==> config.mk <==
export PLATFORM = sky130hd
export DESIGN_NAME = ff_sync_multi
export DESIGN_NICKNAME = d
export VERILOG_FILES = /design/src/rtl/ff_sync_multi.sv
export SDC_FILE = /design/constraint.sdc
export NUM_CORES = 1
export LEC_CHECK = 0
export ABC_AREA = 1
export BUFFER_PORTS_ARGS = -buffer_cell sky130_fd_sc_hd__buf_2
export CORE_AREA = 2 2 52 54
export CTS_BUF_LIST = sky130_fd_sc_hd__clkbuf_8
export DETAILED_ROUTE_END_ITERATION = 6
export DIE_AREA = 0 0 54 56
export PLACE_DENSITY = 0.88
export SKIP_LAST_GASP = 1
export SLEW_MARGIN = 20
export SYNTH_ARGS = -nofsm -noshare
export SYNTH_HDL_FRONTEND = slang
export SYNTH_SLANG_ARGS = --single-unit
==> constraint.sdc <==
create_clock -name clk_b -period 1.3 [get_ports clk_b]
set_input_delay 0.325 -clock clk_b [delete_from_list [all_inputs] [get_ports clk_b]]
set_output_delay 0.325 -clock clk_b [all_outputs]
set_load 0.01 [all_outputs]
==> src/rtl/ff_sync_multi.sv <==
// Multi-channel clk_b-domain synchronizer with a per-channel stability filter and edge pulses.
// Define FF_SYNC_EDGE_CNT_EN to build saturating per-channel transition counters; otherwise cnt_b is zero.
module ff_sync_multi #(
  parameter int WIDTH  = 4,
  parameter int STAGES = 2,
  parameter int FILTER = 3,
  parameter int CNT_W  = 8
) (
  input  logic                   clk_b,
  input  logic                   rst_b,
  input  logic [WIDTH-1:0]       sig_a,
  input  logic                   cnt_clr,
  output logic [WIDTH-1:0]       sig_b,
  output logic [WIDTH-1:0]       rise_b,
  output logic [WIDTH-1:0]       fall_b,
  output logic [WIDTH*CNT_W-1:0] cnt_b
);

  localparam int                STAB_W   = $clog2(FILTER + 1);
  localparam logic [STAB_W-1:0] STAB_MAX = STAB_W'(FILTER - 1);

  // chain_q[0] captures sig_a; chain_q[STAGES-1] is the synchronized value
  logic [STAGES-1:0][WIDTH-1:0] chain_q;
  logic [WIDTH-1:0]             s;

  logic [WIDTH-1:0][STAB_W-1:0] stab_q, stab_d;
  logic [WIDTH-1:0]             sig_q, sig_d;
  logic [WIDTH-1:0]             rise_q, rise_d;
  logic [WIDTH-1:0]             fall_q, fall_d;

  // NOTE: sequential state uses non-blocking assignments so every flop samples pre-edge values.
  always_ff @(posedge clk_b or posedge rst_b) begin
    if (rst_b) begin
      chain_q <= '0;
    end else begin
      chain_q <= {chain_q[STAGES-2:0], sig_a};
    end
  end

  assign s = chain_q[STAGES-1];

  // NOTE: every always_comb output gets a default first so no latch is inferred.
  always_comb begin
    stab_d = stab_q;
    sig_d  = sig_q;
    rise_d = '0;
    fall_d = '0;
    for (int i = 0; i < WIDTH; i++) begin
      if (s[i] == sig_q[i]) begin
        stab_d[i] = '0;
      end else if (stab_q[i] == STAB_MAX) begin
        sig_d[i]  = s[i];
        stab_d[i] = '0;
        rise_d[i] = s[i];
        fall_d[i] = ~s[i];
      end else begin
        stab_d[i] = stab_q[i] + STAB_W'(1);
      end
    end
  end

  always_ff @(posedge clk_b or posedge rst_b) begin
    if (rst_b) begin
      stab_q <= '0;
      sig_q  <= '0;
      rise_q <= '0;
      fall_q <= '0;
    end else begin
      stab_q <= stab_d;
      sig_q  <= sig_d;
      rise_q <= rise_d;
      fall_q <= fall_d;
    end
  end

  assign sig_b  = sig_q;
  assign rise_b = rise_q;
  assign fall_b = fall_q;

`ifdef FF_SYNC_EDGE_CNT_EN
  logic [WIDTH-1:0][CNT_W-1:0] cnt_q, cnt_d;

  // Clear wins over a coincident transition; counts stick at all-ones
  always_comb begin
    cnt_d = cnt_q;
    for (int i = 0; i < WIDTH; i++) begin
      if (cnt_clr) begin
        cnt_d[i] = '0;
      end else if ((rise_d[i] | fall_d[i]) && (cnt_q[i] != '1)) begin
        cnt_d[i] = cnt_q[i] + CNT_W'(1);
      end
    end
  end

  always_ff @(posedge clk_b or posedge rst_b) begin
    if (rst_b) begin
      cnt_q <= '0;
    end else begin
      cnt_q <= cnt_d;
    end
  end

  assign cnt_b = cnt_q;
`else
  logic unused_cnt_clr;
  assign unused_cnt_clr = cnt_clr;
  assign cnt_b          = '0;
`endif

endmodule
==> Word level (Yosys, flattened, before mapping) <==
Index checks and enable logic that the tools add are counted.
{ "classes": {"reduce_logical": 4, "n_bitwise": 8, "muxes": 24, "eq_ne": 8, "n_addsub": 4} }
{ "ops": {"columns": ["cell", "n"], "rows": [
  ["two-way mux 1 bit", 16],
  ["two-way mux 2 bit", 8],
  ["adder 2 x 1 -> 2 bit, second input constant", 4],
  ["== test 2 bit, second input constant", 4],
  ["inverter 1 bit", 8],
  ["AND reduction 2 bit", 4],
  ["== test 1 bit", 4]
]} }
{ "word_totals": {"word_cells": 60, "reg_bits": 28, "input_bits": 7} }

==> Depth between registers and ports, before layout <==
{ "logic_depth": {"depth_word": 3, "ltp_mapped": 4, "ltp_nobuf": 4} }

==> Worst setup path after synthesis <==
Ideal clock, no wire load.
{ "synth_path": {"kind": "register -> output", "from": "register sig_q[0], in the netlist sig_b[0]", "to": "output sig_b[0]", "path_stages_with_launch": 1, "t_arrival_ns": 0.411, "setup_slack_ns": 0.564, "cell_sequence": "dfrtp_1"} }
{ "synth_lines": {"columns": ["element", "line", "text"], "rows": [
  ["start: declaration", "27", "logic [WIDTH-1:0] sig_q, sig_d;"],
  ["start signal: assignment", "70", "sig_q <= sig_d;"],
  ["end: declaration", "13", "output logic [WIDTH-1:0] sig_b,"]
]} }
No word-level cell between the ends.

==> Worst setup path in the final report <==
{ "layout_path": {"from": "register sig_q[1], in the netlist sig_b[1]", "to": "output sig_b[1]"} }
No word-level cell between the ends.

==> results.yml <==
sta:
  min_period_ns: 1.17
  final.setup.tns_ns: 0
  finClkSkew_ns: 0.00168
  hold_viol_final: 0
  setup_violations: 0
  rsz0062_at_grt: "no"
  final.setup.worst_slack_ns: 0.132
  whs_ns: 0.0990
  final_max_slew_viol_count: 0
  post-route-period-util: 0.898
  fmax_ghz: 0.856
power_and_ir_drop:
  internal_power_w: 0.00153
  powerDensity_nw_per_um2: 1780
  power_switching_share: 0.323
  seqPwrFrac: 0.522
  clkPwrFrac: 0.226
  ir_worst_vdd_v: 0.00106
  p_comb_frac: 0.252
  leakagePower_nw: 0.729
  power.switching_w: 0.000729
die:
  die_h_um: 56
  die_area_um2: 3020
  dieWidth_um: 54
  io_pins: 51
  num_rows: 18
  coreArea_um2: 2430
  start_util: 0.497
clocking:
  cts_buffers: 3
  postCtsResizedCells: 0
  clock-root-buffer: "clkbuf_8"
  holdBufCountCts: 0
  cts_buffer_depth: 2
  post_cts_buffers: 0
  cts_sinks: 28
  clock_latency_ns: 0.27
  path_clk_slew_ns: 0.08
  cts_tree: "done"
  htree_levels: 1
detailed_routing:
  post_drt_wl_per_cell_um: 8.63
  viasPerCell: 4.02
  wirelength_mm: 1.49
  drc: 0
  vias: 696
  drtAntennaViolNets: 0
  firstDrtPassIters: 4
  drt_iter0_drc: 9
cells_and_area:
  fin_area_um2: 1270
  area_growth_pct: 5.07
  fin_nets: 151
  antenna_cells: 0
  fin_util: 0.522
  drive_above_1_share: 0.210
setup_path:
  worst_setup_path_end_kind: "primary output"
  crit_required_ns: 0.98
  slowest_delay_ns: 0.42
  worstPathMaxFanout: 4
  crit_arrival_ns: 0.84
  cp_cell_sequence: "buf_2"
  crit_path_top_delay_cell: "dfrtp_1"
  path_class: "register to primary output"
  start_kind: "register"
  path_delay_family: "flip-flops"
  path_buf_inv: 1
run:
  cap_viol_max_count: 0
synth:
  yosysWarnings: 0
  synth.largest_area_cell: "dfrtp_1"
  async_reset_ff_frac: 1.00
  netlist.area_leader.share: 0.580
  ys_seq_area_frac: 0.580
  synth.most_common_cell: "buf_4"
  synthFlopType: "dfrtp_1"
  synth.area.top_cells: "dfrtp_1 58%, buf_4 20%, inv_1 5.3%"
  synth.ff_latch_count: 28
  synth_common_cells: "32 x buf_4, 28 x dfrtp_1, 17 x inv_1"
  netlist_area_um2: 1210
  synth_edf_count: 0
  netlist_instances: 122
  avgSynthCellArea_um2: 9.91
  synth_cell_types: 9
global_routing:
  grt_pass1_vias: 600
  grt.total_usage: 0.110
  grt_start_max_net_pins: 29
  grt_pass1_wl_mm: 2.39
  grt_overflow: 0
  grt_antenna_before_repair: 0
status:
  status: "finished, final reports clean"
placed_design:
  postPlaceCellArea_um2: 1210
  port_buffers: 17
  gp_congestion: 0.696
  place_hpwl_mm: 1.14
  pre_cts_slack_ns: 0.423
worst_hold_path:
  hp-class: "input port to asynchronous set/reset pin"
## power groups by stage
stage | clock network [W] | registers [W] | logic, W
5_1_grt | 0.000575 | 0.00120 | 0.000662
2_1_floorplan | 0 | 0.00122 | 0.000454
6_report | 0.000509 | 0.00118 | 0.000569
4_1_cts | 0.000539 | 0.00118 | 0.000577
3_3_place_gp | 0 | 0.00118 | 0.000542
3_5_place_dp | 0 | 0.00119 | 0.000574
## through the flow
step                std cells  power, W
global placement          169   0.00172
finish                    173   0.00226
global route              173   0.00244
detailed placement        169   0.00177
CTS                       173   0.00229
floorplan                 153   0.00167
## worst paths after layout
kind	start	to	cells after the start	slack [ns]
min in group clk_b	sig_a[3]	chain_q[3]	1	0.16
worst min-delay path	rst_b	sig_b[3]	3	0.1
max in group asynchronous	rst_b	sig_b[2]	3	0.95
worst max register to register	sig_b[0]	stab_q[1]	3	0.47
worst min register to register	chain_q[0]	s[0]	0	0.35
worst max-delay path	sig_b[1]	sig_b[1]	1	0.13
## layout make-up
| cell class | count | area [um2] |
|---|---|---|
| fillers | 218 | 1160 |
| flip-flops and latches | 28 | 701 |
| multi-input cells | 76 | 320 |
| repair buffers | 18 | 92.6 |
| inverters | 17 | 63.8 |
| clock buffers | 4 | 55.1 |
| well taps | 30 | 37.5 |
## layout by cell type, fill, tap and decap left out, drive strengths merged
cell and count:
inv 17, a21oi 8, o21ai 4, buf 18
clkbuf 4, nand2 24, nor2 8, dfrtp 28
conb 32
## sequential cells by signal, indices dropped and copies added (netlist names)
register and flops:
stab_q 8, chain_q 4, fall_b 4, rise_b 4, s 4, sig_b 4
## routing by layer
metal,share of wire,track usage,routed length (um),up-vias
li1,-,-,-,340
met1,0.37,0.121,552,321
met2,0.53,0.174,789,31
met3,0.075,0.0269,112,4
met4,0.025,0.0857,38,0
met5,0,0,0,-
## cells by family after synthesis
group | Yosys count | share of synthesized area
simple gates | 32 | 0.116
flops | 28 | 0.580
compound gates | 12 | 0.0497
buf+inv | 49 | 0.252
other cells | 1 | 0.00310
No activity file was read; power rests on OpenSTA's default activity.
